`src/rtl/hazard_ctrl_mc.sv`:
```
// hazard_ctrl_mc: hazard unit for the 5-stage F/D/E/M/W core.
// Selects E-stage operand forwarding and raises load-use stalls. It also holds
// multi-cycle E ops with a countdown, applies branch/jump redirects, and keeps
// saturating stall/flush event counters.
module hazard_ctrl_mc #(
  parameter int REG_W  = 5,
  parameter int MC_LAT = 4,
  parameter int CNT_W  = 32
) (
  input  logic             clk,
  input  logic             resetn,
  input  logic [REG_W-1:0] rs_d,
  input  logic [REG_W-1:0] rt_d,
  input  logic [REG_W-1:0] rs_e,
  input  logic [REG_W-1:0] rt_e,
  input  logic [REG_W-1:0] dst_e,
  input  logic [REG_W-1:0] dst_m,
  input  logic [REG_W-1:0] dst_w,
  input  logic             reg_write_e,
  input  logic             reg_write_m,
  input  logic             reg_write_w,
  input  logic             mem_to_reg_e,
  input  logic             mem_to_reg_m,
  input  logic             mc_op_e,
  input  logic             redirect_e,
  output logic [1:0]       fwd_a_e,
  output logic [1:0]       fwd_b_e,
  output logic             stall_f,
  output logic             stall_d,
  output logic             stall_e,
  output logic             flush_d,
  output logic             flush_e,
  output logic             flush_m,
  output logic             mc_busy,
  output logic [CNT_W-1:0] stall_cycles,
  output logic [CNT_W-1:0] flush_events
);

  // Countdown width; a single-cycle latency still needs a 1-bit (always zero) counter.
  localparam int               CW       = (MC_LAT > 1) ? $clog2(MC_LAT) : 1;
  localparam bit               MC_EN    = (MC_LAT > 1);
  localparam logic [CW-1:0]    CNT_ZERO = {CW{1'b0}};
  localparam logic [CW-1:0]    CNT_ONE  = CW'(1);
  localparam logic [CW-1:0]    CNT_LOAD = CW'(MC_LAT - 1);
  localparam logic [CNT_W-1:0] PERF_MAX = {CNT_W{1'b1}};
  localparam logic [CNT_W-1:0] PERF_ONE = CNT_W'(1);
  localparam logic [REG_W-1:0] REG_ZERO = {REG_W{1'b0}};

  logic [CW-1:0]    cnt_q, cnt_d;
  logic [CNT_W-1:0] stall_cnt_q, stall_cnt_d;
  logic [CNT_W-1:0] flush_cnt_q, flush_cnt_d;
  logic             lu_raw_s, mc_raw_s;
  logic             lu_s, mc_stall_s, redir_s;

  // Operand source: the M ALU result wins over W; a load still in M has no data yet.
  function automatic logic [1:0] fwd_sel(
    input logic [REG_W-1:0] src,
    input logic [REG_W-1:0] dm,
    input logic             wm,
    input logic             lm,
    input logic [REG_W-1:0] dw,
    input logic             ww
  );
    logic [1:0] sel;
    if (wm && !lm && (dm != REG_ZERO) && (dm == src)) begin
      sel = 2'b10;
    end else if (ww && (dw != REG_ZERO) && (dw == src)) begin
      sel = 2'b01;
    end else begin
      sel = 2'b00;
    end
    return sel;
  endfunction

  // Forwarding selects for both E operands, independent of each other.
  always_comb begin
    fwd_a_e = fwd_sel(rs_e, dst_m, reg_write_m, mem_to_reg_m, dst_w, reg_write_w);
    fwd_b_e = fwd_sel(rt_e, dst_m, reg_write_m, mem_to_reg_m, dst_w, reg_write_w);
  end

  // Load-use detection between the load in E and the consumer in D.
  always_comb begin
    lu_raw_s = 1'b0;
    if (mem_to_reg_e && reg_write_e && (dst_e != REG_ZERO) &&
        ((dst_e == rs_d) || (dst_e == rt_d))) begin
      lu_raw_s = 1'b1;
    end else begin
      lu_raw_s = 1'b0;
    end
  end

  // Multi-cycle countdown: load on entry, hold E while cnt > 1, release when cnt reaches 1.
  always_comb begin
    mc_raw_s = 1'b0;
    cnt_d    = cnt_q;
    if (cnt_q == CNT_ZERO) begin
      if (mc_op_e && MC_EN) begin
        mc_raw_s = 1'b1;
        cnt_d    = CNT_LOAD;
      end else begin
        cnt_d    = CNT_ZERO;
      end
    end else if (cnt_q == CNT_ONE) begin
      mc_raw_s = 1'b0;
      cnt_d    = CNT_ZERO;
    end else begin
      mc_raw_s = 1'b1;
      cnt_d    = cnt_q - CNT_ONE;
    end
  end

  // While reset is held every stall/flush request is suppressed, even if inputs still ask.
  always_comb begin
    lu_s       = lu_raw_s & resetn;
    mc_stall_s = mc_raw_s & resetn;
    redir_s    = redirect_e & resetn;
  end

  // Stall/flush arbitration: redirect beats both stalls, a multi-cycle hold beats load-use.
  always_comb begin
    stall_f = 1'b0;
    stall_d = 1'b0;
    stall_e = 1'b0;
    flush_d = 1'b0;
    flush_e = 1'b0;
    flush_m = 1'b0;
    if (redir_s) begin
      flush_d = 1'b1;
      stall_e = mc_stall_s;
      flush_m = mc_stall_s;
    end else if (mc_stall_s) begin
      stall_f = 1'b1;
      stall_d = 1'b1;
      stall_e = 1'b1;
      flush_m = 1'b1;
    end else if (lu_s) begin
      stall_f = 1'b1;
      stall_d = 1'b1;
      flush_e = 1'b1;
    end else begin
      stall_f = 1'b0;
    end
  end

  // Busy flag reflects a countdown in flight, i.e. the op is past its first E cycle.
  always_comb begin
    mc_busy = (cnt_q != CNT_ZERO);
  end

  // Saturating performance counters; they stick at all-ones rather than wrapping.
  always_comb begin
    stall_cnt_d = stall_cnt_q;
    flush_cnt_d = flush_cnt_q;
    if (stall_f && (stall_cnt_q != PERF_MAX)) begin
      stall_cnt_d = stall_cnt_q + PERF_ONE;
    end else begin
      stall_cnt_d = stall_cnt_q;
    end
    if ((flush_d || flush_e || flush_m) && (flush_cnt_q != PERF_MAX)) begin
      flush_cnt_d = flush_cnt_q + PERF_ONE;
    end else begin
      flush_cnt_d = flush_cnt_q;
    end
  end

  // State registers: countdown and counters clear asynchronously on reset.
  always_ff @(posedge clk or negedge resetn) begin
    if (!resetn) begin
      cnt_q       <= CNT_ZERO;
      stall_cnt_q <= {CNT_W{1'b0}};
      flush_cnt_q <= {CNT_W{1'b0}};
    end else begin
      cnt_q       <= cnt_d;
      stall_cnt_q <= stall_cnt_d;
      flush_cnt_q <= flush_cnt_d;
    end
  end

  // Counter values are presented straight from their registers.
  always_comb begin
    stall_cycles = stall_cnt_q;
    flush_events = flush_cnt_q;
  end

endmodule

```
`config.mk`:
```
export PLATFORM = sky130hd
export DESIGN_NAME = hazard_ctrl_mc
export DESIGN_NICKNAME = d
export VERILOG_FILES = /design/src/rtl/hazard_ctrl_mc.sv
export SDC_FILE = /design/constraint.sdc
export NUM_CORES = 1
export LEC_CHECK = 0
export CAP_MARGIN = 10
export CELL_PAD_IN_SITES_DETAIL_PLACEMENT = 1
export CELL_PAD_IN_SITES_GLOBAL_PLACEMENT = 2
export CORE_ASPECT_RATIO = 0.9
export CORE_MARGIN = 4
export CORE_UTILIZATION = 29
export DETAILED_ROUTE_END_ITERATION = 10
export PLACE_DENSITY = 0.8
export SYNTH_ARGS = -nofsm -noshare
export SYNTH_HDL_FRONTEND = slang
export SYNTH_SLANG_ARGS = --single-unit
```
`constraint.sdc`:
```
create_clock -name clk -period 2.5 [get_ports clk]
set_input_delay 0.375 -clock clk [delete_from_list [all_inputs] [get_ports clk]]
set_output_delay 0.375 -clock clk [all_outputs]
set_load 0.05 [all_outputs]
```
# == Word-level counts from Yosys, hierarchy flattened ==
# Cells that the tools add are included.
# op_classes
n_addsub,3
n_eq_ne,9
mux,19
bitwise_logic,3
n_reduce_logical,21
# ops
cell,count
32-bit by 1-bit adder with 32-bit output (second input constant),2
32-bit inequality test (second input constant),2
5-bit == test,6
5-bit nonzero test,3
1-bit 2-to-1 mux,14
1-bit logical AND,12
2-bit 2-to-1 mux,5
1-bit bitwise AND,3
1-bit logical OR,3
2-bit by 1-bit == test with 1-bit output (second input constant),1
2-bit logical NOT,1
2-bit nonzero test,1
2-bit by 1-bit subtractor with 2-bit output (second input constant),1
1-bit logical NOT,1
# word_totals
reg_bits,66
output_inout_bits,75
wordCells,58

# == Logic depth before layout (Yosys ltp) ==
# Gate-level depths: netlist of the first run.
# logic_depth
ltp_word,11
mapped_depth,9
depth_no_buf,8

# == Worst setup path after synthesis of the first run ==
# No wires, ideal clock.
# synth_path
kind,input to output
startpoint,in reg_write_m
endpoint,out fwd_a_e[0]
arrival_ns,2.959
required_ns,2.125
slack_ns,-0.834
stages,4
path_buffers,0
path_cell_list,nor2b_1 > o21ai_0 > nor4_1 > nor4_1
# synth_via
elab_chain_cells,4
# synth_lines
element,line_no,source
from (decl),20,"input logic reg_write_m,"
1-bit logical AND (3 in series),65,if (wm && !lm && (dm != REG_ZERO) && (dm == src)) begin
2-bit 2-to-1 mux,65,
to (decl),26,"output logic [1:0] fwd_a_e,"
# Every way passes these cells.

# == Final worst setup path of the first run ==
# layout_path
startpoint,in dst_m[4]
endpoint,out fwd_b_e[0]
# layout_via
elab_chain_cells,4
# layout_lines
element,line_no,source
from (decl),17,"input logic [REG_W-1:0] dst_m,"
5-bit nonzero test,65,
1-bit logical AND,65,
1-bit logical AND (*),65,
2-bit 2-to-1 mux (*),65,
to (decl),27,"output logic [1:0] fwd_b_e,"
# Every way passes the cells marked *; elsewhere a longest branch is shown, timed or not.

==> summary.md, run 1 <==
| Metric | Value |
|---|---|
| Outcome | complete, no violations |
| Slew headroom | 0.631 |
| Layout area overhead | 52.7% |
| Largest net degree at the start of global routing | 33 |
| Post-synth ARST share | 1.00 |
| H-tree depth | 3 |
| Number of enable flip-flop cells after synthesis | 0 |
| Synthesis Warnings | 0 |
| R2R depth | 8 |
| Final wirelength | 12.0 mm |
| Initial antenna violation count | 0 |
| Post-route ant nets | 0 |
| Int Pwr | 2370 uW |
| CP required | 2.12 ns |
| Nets | about 550 |
| FP Rows | 39 |
| R2r setup slk | 0.33 ns |
| Core Region | 0.0127 mm2 |
| Top-count cell post-synth | dfrtp_1 |
| Utilization after layout | 0.453 |
| Post-DP HPWL | 9.30 mm |
| Comb power frac | 0.356 |
| Crit path DAT | 2.10 ns |
| Via count | 3,310 |
| Layout cells sized above 1 | 0.173 |
| Fin crit share | 0.992 |
| Sequential fraction of design power | 0.345 |
| Setup violators final | 0 |
| Area leader, netlist | dfrtp_1 |
| Max-slew violation count | 0 |
| Adder-cell share of the synthesized area | 0.0133 |
| DIE AREA | 0.0149 mm2 |
| Power Total | 3750 uW |
| Switching pwr | 1380 uW |
| Remaining Overflow, GRT | 0 |
| Worst hold path class | in -> async |
| Vias in the first global route | approximately 3,600 |
| Post-Place Cells | 652 |
| Final WS setup | 0.0204 ns |
| Root Buffer | clkbuf_16 |
| Static leakage power | 0.00247 uW |
| DR vias/cell | 4.96 |
| Setup slack at placement | -0.252 ns |
| Post-route DRC | 0 |
| Synth Area in Compound Gates | 0.0488 |
| Mapped Area | between 0.003 and 0.004 mm2 |
| Initial Utilization | 0.297 |
| Fillers | 1,406 |
| Clock Power Share | 0.299 |
| Post-Syn Area per Cell | about 11 um2 |
| CP Capture Type | output pin |
| RePlAce Congestion | 0.825 |
| I/O pins | 119 |
| # port buffers | about 120 |
| Clk_skew | 0.00459 ns |
| Synth Instances | 355 |
| Clk pin slew, worst setup/hold paths | 0.05 ns |
| All-Layer GR Usage | 0.160 |
| Ranking of synthesized cells by area | dfrtp_1 44%, xor2_1 11%, xnor2_1 10% |
| Drt first pass iters | 4 |
| First-pass GRT wire length | 19.0 mm |
| FF+latch area | 0.00165 mm2 |
| Max frequency | about 400 MHz |
| CTS tree | done |
| Netlist cell types | between 50 and 60 |
| Fin Hold WS | 0.101 ns |
| Register bit total from synthesis | 66 |
| Startpoint types | input pin |
| Max clock buf depth | 2 |
| Max VDD drop | ~650 uV |
| TritonCTS Buffers | 9 |
| Non-Filler Instances | 668 |
| Sequential element share of the synthesized area | 0.438 |
| Top cell type's share of synthesized area | 0.438 |
| Reg2reg end | flush_events[31]$_DFFE_PN0P_ |
| Die Wd | 128 um |
| Post-DR wirelength/cell | between 15 and 20 um |
| Sw Ratio | 0.367 |
| Clock Sinks | 66 |
| XOR/XNOR Fraction of Synth Area | 0.212 |
| Tightest Pin Transition | 0.552 ns |
| CP Capture Point | fwd_b_e[0] |
| Hold Fails Final Rpt | 0 |
| Top_reg_cell synth | dfrtp_1 |
| Simple-Gate Fraction of Synth Area | 0.263 |
| Power Dens Cells | 652 mW/mm2 |
| Crit path kind | in -> out |
| MaxCap Viol Count | 0 |
| Worst-Skew Late Latency | approximately 0.33 ns |
| Largest fanout on the critical path | 2 |
| FF-to-FF Start | cnt_q[0]$_DFF_PN0_ |
| Multi-input gate area | 0.00216 mm2 |
| N_diodes | 0 |
| CP startpoint | dst_m[4] |
| Syn nets | a little over 400 |
| Tmin final | 2.48 ns |
| Largest family of logic cells by synthesized area | simple AND/OR/NAND/NOR gates |
| Die Ht | 116 um |
| Mux share of post-synthesis cell area | 0.00598 |
| First-iteration detailed-routing DRC count | 171 |
| Commonest cells in the netlist | 66 x dfrtp_1, 47 x xor2_1, 44 x xnor2_1 |
[worst min-delay path by stage]
stage	endpoint	cells after the start	slack (ns)	startpoint
2_1_floorplan	cnt_q[0]$_DFF_PN0_	0	0.08	resetn
3_3_place_gp	cnt_q[0]$_DFF_PN0_	1	0.22	resetn
3_5_place_dp	cnt_q[0]$_DFF_PN0_	1	0.23	resetn
4_1_cts	flush_events[16]$_DFFE_PN0P_	2	0.10	resetn
5_1_grt	flush_events[15]$_DFFE_PN0P_	2	0.12	resetn
6_report	flush_events[15]$_DFFE_PN0P_	2	0.10	resetn
[layer usage]
| metal | up-vias | GRT usage | wire (um) |
|---|---|---|---|
| met4 | 0 | 0.0248 | 72 |
| met2 | 82 | 0.276 | 6130 |
| li1 | 1560 | - | - |
| met1 | 1662 | 0.207 | 5190 |
| met5 | - | 0 | 0 |
| met3 | 6 | 0.0439 | 569 |
[metrics by stage]
| stage | setup TNS, ns | instance area, um2 |
|---|---|---|
| 3_3_place_gp | -0.141 | 5390 |
| 5_1_grt | -0.0271 | 5750 |
| 4_1_cts | 0 | 5710 |
| 3_5_place_dp | -0.931 | 5390 |
| 6_report | 0 | 5750 |
| 2_1_floorplan | 0 | 3810 |
[worst max-delay path: stages]
cell	delay [ns]
dlygate4sd2_1	0.27
or4_4	0.56
o21ai_4	0.19
buf_4	0.14
nor4_4	0.05
nor4_4	0.33
buf_12	0.18
[flip-flops by register name (all words and copies together) (netlist names)]
| register | flops |
|---|---|
| flush_events | 32 |
| cnt_q | 2 |
| stall_cycles | 32 |
[cells by family after synthesis]
group	count (synthesis)
muxes	2
buffers and inverters	12
xor gates and xnor gates	91
adders and majority gates	4
AOI/OAI and AO/OA	18
and+or+nand+nor	162
DFF	66
[cell usage in the layout (no fill, tap or decap), drive strengths merged, types with 2 or more instances in the layout]
master         instances
or2                    2
and4                   9
xnor2                 44
inv                    5
nor3                  12
dfrtp                 66
buf                   34
and2                   6
dlygate4sd2            4
nand2                 26
nand4                 21
and3                  13
nor4                  12
o21ai                  5
or4                    4
nor3b                  3
a21oi                  2
clkdlybuf4s50         98
dlymetal6s2s           5
nor4b                  2
xor2                  47
clkbuf                10
nor2                  13
clkinv                 4
mux2                   2
ha                     4
nand3                 36
[final cells by class]
cell class / instances / area share
multi-input cells: 277 / 0.375
flip-flops and latches: 66 / 0.287
repair buffers: 142 / 0.253
clock buffers: 10 / 0.0415
well taps: 164 / 0.0357
clock inverters: 4 / 0.00348
inverters: 5 / 0.00326
[power groups by stage]
stage	clock [uW]	sequential, uW	combinational, uW
finish	1120	1290	1340
global route	1200	1310	1420
CTS	1160	1290	1350
detailed placement	0	1310	1330
global placement	0	1300	1300
floorplan	0	1530	540
[timing repair]
action	CTS	global route
hold endpoints to repair	1	0
gates resized for setup	12	12
endpoints found under the setup margin	7	6
cloned	0	0
hold buffers	1	0
pin swaps	5	4
setup buffers	1	0
Power figures use the tool's default switching activity.
==> run 2, diff against run 1 <==
GPL_ROUTABILITY_DRIVEN = 0   (was not set)
SKIP_CTS_REPAIR_TIMING = 1   (was not set)
SLEW_MARGIN = 20   (was not set)
==> run 2 against run 1 <==
  * Wire length is 0.22% lower
  * Non-clock buffer count up 2
  * Critical endpoint is now fwd_a_e[0]
  * Clock-buffer cell count did not move
  * Sequential power about the same
  * Maximum frequency is 0.82% higher
  * Highest routed layer unchanged
  * Final cell count grew 0.30%
  * Final area hardly changed
==> summary.md, run 2 (synthesis results as in run 1) <==
| Metric | Value |
|---|---|
| Outcome | complete, no violations |
| All-Layer GR Usage | 0.158 (-0.00195) |
| First-iteration detailed-routing DRC count | 159 (-7.0%) |
| Post-DP HPWL | 9.30 mm (unchanged) |
| Initial Utilization | 0.297 (unchanged) |
| Setup violators final | 0 (unchanged) |
| Crit path DAT | 2.08 ns (-0.02 ns) |
| CTS tree | done |
| H-tree depth | 3 (unchanged) |
| Initial antenna violation count | 0 (unchanged) |
| TritonCTS Buffers | 9 (unchanged) |
| Layout area overhead | 52.7% (about the same) |
| MaxCap Viol Count | 0 (unchanged) |
| Vias in the first global route | 3,563 (-0.31%) |
| Max clock buf depth | 2 (unchanged) |
| Die Ht | 116 um (unchanged) |
| Static leakage power | 0.00246 uW (-0.42%) |
| Sequential fraction of design power | 0.343 (-0.002) |
| Largest fanout on the critical path | 3 (+1) |
| Fin crit share | 0.984 (-0.00802) |
| N_diodes | 0 (unchanged) |
| Clk pin slew, worst setup/hold paths | 0.05 ns (about the same) |
| Die Wd | 128 um (unchanged) |
| DR vias/cell | 4.95 (about the same) |
| Tmin final | 2.46 ns (-0.0201 ns) |
| Post-route ant nets | 0 (unchanged) |
| Max frequency | 407 MHz (+0.82%) |
| Clock Power Share | 0.297 (-0.002) |
| # port buffers | 118 (unchanged) |
| Power Dens Cells | 655 mW/mm2 (+0.45%) |
| First-pass GRT wire length | 18.7 mm (-1.1%) |
| I/O pins | 119 (unchanged) |
| Post-DP Area | 0.00539 mm2 (unchanged) |
| Remaining Overflow, GRT | 0 (unchanged) |
| R2R depth | 6 (-2) |
| Hold Fails Final Rpt | 0 (unchanged) |
| Post-route DRC | 0 (unchanged) |
| CP Capture Type | output pin |
| Layout cells sized above 1 | 0.174 (+0.00129) |
| CP required | 2.12 ns (about the same) |
| Worst-Skew Late Latency | 0.33 ns (about the same) |
| Max VDD drop | 652 uV (-0.10%) |
| FP Rows | 39 (unchanged) |
| Clk_skew | 0.00327 ns (-0.00132 ns) |
| Reg2reg end | flush_events[31]$_DFFE_PN0P_ |
| Nets | 551 (+0.36%) |
| Drt first pass iters | 4 (unchanged) |
| Design area | 0.00575 mm2 (about the same) |
| Sw Ratio | 0.366 (-0.00186) |
| Int Pwr | 2390 uW (+0.78%) |
| Fillers | 1,414 (+0.57%) |
| Clock Sinks | 66 (unchanged) |
| R2r setup slk | 0.32 ns (about the same) |
| FF-to-FF Start | flush_events[1]$_DFFE_PN0P_ |
| Largest net degree at the start of global routing | 33 (unchanged) |
| Root Buffer | clkbuf_16 |
| Max-slew violation count | 0 (unchanged) |
| Final wirelength | 11.9 mm (-0.22%) |
| Startpoint types | input pin |
| Comb power frac | 0.360 (+0.004) |
| Via count | 3,317 (+0.21%) |
| Tightest Pin Transition | 0.547 ns (-0.00546 ns) |
| Worst hold path class | in -> async |
| Commonest cells after routing, fill and taps aside | 103 x clkdlybuf4s50_1, 66 x dfrtp_1, 47 x xor2_1 |
| Crit path kind | in -> out |
| RSZ-0062 raised after global routing | true |
| Slew headroom | 0.634 (+0.00365) |
| Commonest non-fill, non-tap cell in the layout | clkdlybuf4s50_1 |
| Post-DR wirelength/cell | 17.8 um (-0.52%) |
| DIE AREA | 0.0149 mm2 (unchanged) |
| Fin Setup TNS | 0 ns (unchanged) |
| Core Region | 0.0127 mm2 (unchanged) |
| Switching pwr | 1380 uW (about the same) |
[run 2: cell count changes in the layout (fill, tap and decap cells not counted), sizes merged]
cell	delta
clkdlybuf4s50	+5
buf	+2
dlymetal6s2s	-1
dlygate4sd2	-4
[run 2: cell type report]
cell class | count | area (um2) | share of cell area
flip-flops and latches | 66 | 1650 | 0.287
inverters | 5 | 18.8 | 0.00326
repair buffers | 144 | 1470 | 0.256
clock inverters | 4 | 20.0 | 0.00348
clock buffers | 10 | 239 | 0.0415
multi-input cells | 277 | 2150 | 0.373
well taps | 164 | 205 | 0.0357
[run 2: worst max-delay path, stage by stage]
cell and delay (ns):
clkdlybuf4s50_1 0.46, buf_4 0.16, xor2_1 0.14, or4_1 0.56, nor4_4 0.21, buf_12 0.18
[run 2: stage by stage]
stage | cells | worst slack, ns | hold WS (ns) | util | total power (uW)
4_1_cts | 666 | -0.253 | -0.123 | 0.446 | 3780
5_1_grt | 670 | -0.0179 | 0.118 | 0.454 | 3960
3_3_place_gp | 652 | -0.0862 | 0.221 | 0.425 | 2590
6_report | 670 | 0.0405 | 0.0978 | 0.454 | 3770
3_5_place_dp | 652 | -0.252 | 0.228 | 0.425 | 2630
2_1_floorplan | 355 | 0.0314 | 0.0794 | - | 2070
[run 2: worst max path at each step]
stage          startpoint          to  slack, ns  cells past startpoint
5_1_grt          dst_w[4]  fwd_a_e[0]      -0.02                      6
4_1_cts          dst_m[1]  fwd_a_e[0]      -0.25                      6
2_1_floorplan    dst_m[1]  fwd_a_e[0]       0.03                      4
6_report         dst_w[4]  fwd_a_e[0]       0.04                      6
3_3_place_gp     dst_m[2]  fwd_a_e[0]      -0.09                      6
3_5_place_dp     dst_m[1]  fwd_a_e[0]      -0.25                      6
[run 2: power groups by stage]
stage	Clock (uW)	Sequential, uW	Combinational (uW)
5_1_grt	1200	1310	1440
3_5_place_dp	0	1310	1330
3_3_place_gp	0	1300	1300
4_1_cts	1160	1290	1330
2_1_floorplan	0	1530	540
6_report	1120	1290	1360
[run 2: per-layer routing]
| metal | vias up | track usage | share of wire |
|---|---|---|---|
| met3 | 6 | 0.0448 | 0.044 |
| met5 | - | 0 | 0 |
| met2 | 75 | 0.273 | 0.51 |
| met1 | 1671 | 0.203 | 0.44 |
| met4 | 0 | 0.0269 | 0.0060 |
| li1 | 1565 | - | - |
